--- src/rtl/instr_encoder_loader.sv ---
// Encodes RV32I R/I/load/store/branch field bundles into 32-bit words and writes
// them sequentially into instruction memory, one word per accepted bundle.
module instr_encoder_loader #(
  parameter int          DEPTH     = 32,
  parameter int          CNT_W     = 6,
  parameter logic [31:0] BASE_ADDR = 32'h0
) (
  input  logic             clk_i,
  input  logic             rst_i,
  input  logic             start_i,
  input  logic             req_valid_i,
  output logic             req_ready_o,
  input  logic [2:0]       op_i,
  input  logic [2:0]       funct3_i,
  input  logic             funct7b5_i,
  input  logic [4:0]       rd_i,
  input  logic [4:0]       rs1_i,
  input  logic [4:0]       rs2_i,
  input  logic [12:0]      imm_i,
  input  logic             last_i,
  output logic             mem_we_o,
  output logic [31:0]      mem_addr_o,
  output logic [31:0]      mem_wdata_o,
  output logic [CNT_W-1:0] count_o,
  output logic             busy_o,
  output logic             full_o,
  output logic             err_o
);

  typedef enum logic [1:0] {
    S_IDLE  = 2'd0,
    S_RECV  = 2'd1,
    S_WRITE = 2'd2,
    S_DONE  = 2'd3
  } state_t;

  localparam logic [CNT_W-1:0] LP_DEPTH = CNT_W'(DEPTH);
  localparam logic [CNT_W-1:0] LP_ONE   = {{(CNT_W-1){1'b0}}, 1'b1};

  state_t           r_state;
  logic             r_last;
  logic [CNT_W-1:0] r_count;
  logic             w_accept;
  logic             w_legal;
  logic [31:0]      w_word;
  logic [CNT_W-1:0] w_count_inc;
  logic [31:0]      w_addr;

  function automatic logic [31:0] encode(
    input logic [2:0]  op,
    input logic [2:0]  f3,
    input logic        f7b5,
    input logic [4:0]  rd,
    input logic [4:0]  rs1,
    input logic [4:0]  rs2,
    input logic [12:0] imm
  );
    logic [31:0] word;
    case (op)
      3'b000:  word = {1'b0, f7b5, 5'b00000, rs2, rs1, f3, rd, 7'b0110011};
      3'b001: begin
        // Shift-immediates carry funct7 bit 30 and a 5-bit shamt instead of imm[11:5]
        if (f3 == 3'b001 || f3 == 3'b101)
          word = {1'b0, f7b5, 5'b00000, imm[4:0], rs1, f3, rd, 7'b0010011};
        else
          word = {imm[11:0], rs1, f3, rd, 7'b0010011};
      end
      3'b010:  word = {imm[11:0], rs1, f3, rd, 7'b0000011};
      3'b011:  word = {imm[11:5], rs2, rs1, f3, imm[4:0], 7'b0100011};
      3'b100:  word = {imm[12], imm[10:5], rs2, rs1, f3, imm[4:1], imm[11], 7'b1100011};
      default: word = 32'h0000_0000;
    endcase
    return word;
  endfunction

  assign w_accept    = req_valid_i & req_ready_o;
  assign w_legal     = (op_i <= 3'b100) && !((op_i == 3'b100) && imm_i[0]);
  assign w_word      = encode(op_i, funct3_i, funct7b5_i, rd_i, rs1_i, rs2_i, imm_i);
  assign w_count_inc = r_count + LP_ONE;
  assign w_addr      = BASE_ADDR + {{(30-CNT_W){1'b0}}, r_count, 2'b00};
  assign count_o     = r_count;
  assign full_o      = (r_count == LP_DEPTH);

  // Session FSM with all handshake and memory-port outputs registered
  always_ff @(posedge clk_i) begin
    if (rst_i) begin
      r_state     <= S_IDLE;
      r_last      <= 1'b0;
      r_count     <= {CNT_W{1'b0}};
      req_ready_o <= 1'b0;
      mem_we_o    <= 1'b0;
      mem_addr_o  <= 32'h0000_0000;
      mem_wdata_o <= 32'h0000_0000;
      busy_o      <= 1'b0;
      err_o       <= 1'b0;
    end else begin
      case (r_state)
        S_IDLE, S_DONE: begin
          mem_we_o <= 1'b0;
          if (start_i) begin
            r_state     <= S_RECV;
            r_count     <= {CNT_W{1'b0}};
            err_o       <= 1'b0;
            req_ready_o <= 1'b1;
            busy_o      <= 1'b1;
          end
        end
        S_RECV: begin
          mem_we_o <= 1'b0;
          if (w_accept) begin
            if (w_legal) begin
              r_state     <= S_WRITE;
              r_last      <= last_i;
              mem_we_o    <= 1'b1;
              mem_addr_o  <= w_addr;
              mem_wdata_o <= w_word;
              req_ready_o <= 1'b0;
            end else begin
              err_o <= 1'b1;
              if (last_i) begin
                r_state     <= S_DONE;
                req_ready_o <= 1'b0;
                busy_o      <= 1'b0;
              end
            end
          end
        end
        S_WRITE: begin
          mem_we_o <= 1'b0;
          r_count  <= w_count_inc;
          if (r_last || (w_count_inc == LP_DEPTH)) begin
            r_state     <= S_DONE;
            req_ready_o <= 1'b0;
            busy_o      <= 1'b0;
          end else begin
            r_state     <= S_RECV;
            req_ready_o <= 1'b1;
          end
        end
        default: begin
          r_state     <= S_IDLE;
          mem_we_o    <= 1'b0;
          req_ready_o <= 1'b0;
          busy_o      <= 1'b0;
        end
      endcase
    end
  end

endmodule
--- config.mk ---
export PLATFORM = sky130hd
export DESIGN_NAME = instr_encoder_loader
export DESIGN_NICKNAME = d
export VERILOG_FILES = /design/src/rtl/instr_encoder_loader.sv
export SDC_FILE = /design/constraint.sdc
export NUM_CORES = 1
export LEC_CHECK = 0
export CAP_MARGIN = 20
export CORE_ASPECT_RATIO = 1.2
export CORE_MARGIN = 2
export CORE_UTILIZATION = 32
export DETAILED_ROUTE_END_ITERATION = 8
export GPL_ROUTABILITY_DRIVEN = 1
export SLEW_MARGIN = 10
export SYNTH_ARGS = -nofsm -noshare
export SYNTH_HDL_FRONTEND = slang
export SYNTH_SLANG_ARGS = --single-unit
--- constraint.sdc ---
create_clock -name clk_i -period 2.4 [get_ports clk_i]
set_clock_uncertainty 0.15 [all_clocks]
set_input_delay 0.48 -clock clk_i [delete_from_list [all_inputs] [get_ports clk_i]]
set_output_delay 0.48 -clock clk_i [all_outputs]
set_load 0.05 [all_outputs]
Word-level counts from Yosys, hierarchy flattened
Cells that the tools add are included.
Widths: inputs -> output; s select.
Operators by class
  shifts and indexed selects: 0
  divide/modulo/power cells: 0
  reduce and logical (&&, ||, !) cells: 16
  eq/ne operators: 17
  add/sub/neg operators: 1
  magnitude comparators: 1
  $mul: 0
  multiplexer cells: 27
  bitwise gates (word level): 1
Operators with widths (number)
  $pmux 32 s5: 1
  $mux 32: 1
  $mux 1: 13
  $eq 6x6->1 const B: 2
  $pmux 6 s2: 1
  $mux 2: 5
  $ne 2x2->1 const B: 5
  $add 6x1->6 const B: 1
  $eq 3x1->1 const B: 2
  $eq 3x2->1 const B: 2
  $eq 3x3->1 const B: 2
  $mux 6: 1
  $pmux 1 s3: 2
  $pmux 2 s3: 1
  $reduce_and 3->1: 2
  $reduce_and 5->1: 1
  $eq 2x2->1 const B: 2
  $pmux 1 s2: 2
  $reduce_and 4->1: 1
  $reduce_bool 2->1: 2
  $le 3x3->1 const B: 1
  $logic_not 3->1: 1
  $ne 3x3->1 const B: 1
  $reduce_or 3->1: 1
  8 further kinds: 10
Storage, ports and cells
  latch bits: 0
  word-level logic and storage cells: 72
  flip-flop bits (word level): 51
  output and inout port bits: 75
  bits in read-only memories: 0
  memories: 0
  RAM bits: 0

Depth between registers and ports, before layout
  depth after elaboration: 7
  mapped depth: 8
  depth with buffers taken out: 7

Least setup slack after synthesis
Ideal clock, no wire load.
  path kind: register to output
  start point: register r_count[5] (netlist: count_o[5])
  end point: output port full_o
  stages on the path, launching flop included: 3
  setup slack: 0.303 ns
  arrival time: 1.467 ns
  required time: 1.770 ns
  path buffers: 0
  cells stage by stage: dfxtp_1 -> nor3b_1 -> and3b_1
On the way
  longest elaborated chain between the ends: 1
RTL lines
  start, declared: line 42  | logic [CNT_W-1:0] r_count;
  start signal, assigned: line 89  | r_count <= {CNT_W{1'b0}};
  start signal, assigned: line 102  | r_count <= {CNT_W{1'b0}};
  start signal, assigned: line 130  | r_count <= w_count_inc;
  $eq 6x6->1: line 82  | assign full_o = (r_count == LP_DEPTH);
  end, declared: line 26  | output logic full_o,
No other way between the ends.

Worst setup path in the final report
  start point: register r_count[3] (netlist: count_o[3])
  end point: output port count_o[3]
RTL lines
  end, declared: line 24  | output logic [CNT_W-1:0] count_o,
No word-level cell between the ends.

==> run metrics <==
Worst Path Required 1770 ps; met2 wire len 3431 um; DR pass1 iterations 6; Post-synth EDFFs 0; hold crit path type flip-flop to flip-flop; Top Ports 115; Final nets 452; Slew HR 0.6439; unrepaired setup endpoints after global routing false; Post-Route Setup TNS 0 ps; Top FF cell, synth dfxtp_1; Synth cell types 46; slowest CP cell clkdlybuf4s50_1; register bit total from synthesis 48; antenna violations before repair 0; RD Place Congestion 0.7971; Worst Path Buf+Inv 1; worst-path fanout max 9; largest net degree at the start of global routing 44; fin util 0.4613; first-pass GRT wire length 10950 um; synthesized area per cell 8.007 sq um; GRT overflow 0; CTS Hold Buffers Added 0; number of global-route vias before repair 2308; DR top layer met4; Clock Sinks 48; row cnt 35; pwr/cell area 679.6 nW/um^2; Tightest Pin Transition 532.5 ps; number of I/O port buffers 86; Final Instance Area 3576 sq um; Placed Area 3483 sq um; share of flip-flops with an asynchronous set or reset 0; M1 wire length 3016 um; core area 7751 sq um; Final ANT Viol Nets 0; Worst Setup Path Type flip-flop to primary output; Reg clk slew, reported paths 90 ps; MaxCap Viol Count 0; fmax 0.4321 GHz; Lkg Pwr 1.329 nW; H-Tree Level Count 2; worst skew pair latency 300 ps; number of fill cells 765; final setup vio count 0; synth warn 0; period utilization 0.9644; met3 wire len 532 um; crit path cell chain clkdlybuf4s50_1; hpwl dp 5063 um; Crit. End Element primary output; critical path's largest stage delay 870 ps; CP Launch Type flip-flop; outcome finished, final reports clean; Crit path max-delay family buffers and inverters; post-synthesis sequential area ratio 0.3716; Via-to-Cell Ratio 5.008; 1st-iter DRT viols 88; Final Slew Violations 0; commonest non-fill, non-tap cell in the layout clkdlybuf4s50_1; Peak VDD IR 0.0003319 V; diodes inserted 0; post-route minimum period 2314 ps; CTS Buf Count 5; root buffer cell clkbuf_8; layout cell share with drive strength beyond 1 0.09780; Mapped Area 2586 sq um; Routed WL per cell 14.05 um; via count 2509; Die W 86.07 um; Die Ht 102.5 um; Post-Synthesis Cells 323; CTS resizes 0; Post-CTS Setup Bufs 0; CTS tree built; die area 8820 sq um; Initial Util 0.3337; commonest non-fill, non-tap cells in the layout clkdlybuf4s50_1 (83), dfxtp_1 (48), nand2_1 (41), a21oi_1 (37); drt drc 0; Overall Global Routing Usage 0.1524; total power 2.430 mW; Final Hold Vio Count 0; area delta synth->final 38.27%; Max Root-Sink Buffers 2; DRT Wirelength 7037 um; WHS 307.0 ps; crit path DAT 1680 ps
## cell type report
cell class | count | area, sq um | share of cell area
Tap cell | 92 | 115.1 | 0.03219
Sequential cell | 48 | 960.9 | 0.2687
Clock inverter | 2 | 10.01 | 0.002799
Clock buffer | 6 | 82.58 | 0.02309
Inverter | 6 | 22.52 | 0.006298
Timing Repair Buffer | 103 | 1003 | 0.2806
Multi-Input combinational cell | 244 | 1381 | 0.3863
## cells by family after synthesis
| kind of cell | Yosys count | share of synthesized area |
|---|---|---|
| simple gates | 109 | 0.1964 |
| compound gates | 93 | 0.2361 |
| buf+inv | 58 | 0.1335 |
| flops | 48 | 0.3716 |
| mux | 10 | 0.04160 |
| fa+ha+maj | 4 | 0.01935 |
| other cells | 1 | 0.001450 |
## synth_stat cells (all sizes together), types with 2 or more instances
cell,instances,area (sq um)
o21ai,14,70.06
mux2i,4,40.04
o221ai,5,43.79
ha,4,50.05
o21a,3,22.52
nor2b,11,68.82
inv,6,22.52
a21o,3,22.52
nand2b,2,12.51
buf,39,274.0
nand3,4,20.02
a32o,5,50.05
a22oi,12,90.09
nand2,42,160.2
a21oi,37,185.2
and2,2,12.52
nor2,28,105.1
mux2,6,67.56
nor3b,4,41.29
a311oi,2,17.52
nor3,12,60.06
clkbuf,13,48.80
dfxtp,48,960.9
## flip-flops by register name, summed over array words and instances, names as in the netlist
signal and count:
busy_o 1, count_o 6, err_o 1, mem_addr_o 6, mem_wdata_o 29, mem_we_o 1, r_last 1, r_state 2
req_ready_o 1
## report_power, final
group | switching (mW) | internal [mW]
Clock | 0.270 | 0.230
Combinational | 0.634 | 0.394
Sequential | 0.0453 | 0.857
## routing by layer
metal / GRT usage / vias to the layer above
met2: 0.2606 / 91
met5: 0 / -
met3: 0.04362 / 8
met4: 0.03297 / 0
met1: 0.1909 / 1171
li1: - / 1239
## worst paths after layout
check / start / end / slack, ps / depth (start not counted)
max: count_o[3] / count_o[3] / 90 / 1
min: mem_wdata_o[18] / mem_wdata_o[18] / 310 / 2
max reg2reg: r_state[0] / r_state[0] / 420 / 7
min reg2reg: mem_wdata_o[18] / mem_wdata_o[18] / 310 / 2
## metrics by stage
step,setup WS (ps),instances
floorplan,303.0,350
global placement,53.34,493
detailed placement,8.657,493
CTS,67.64,501
global route,42.82,501
finish,85.55,501
Power figures use the tool's default switching activity.
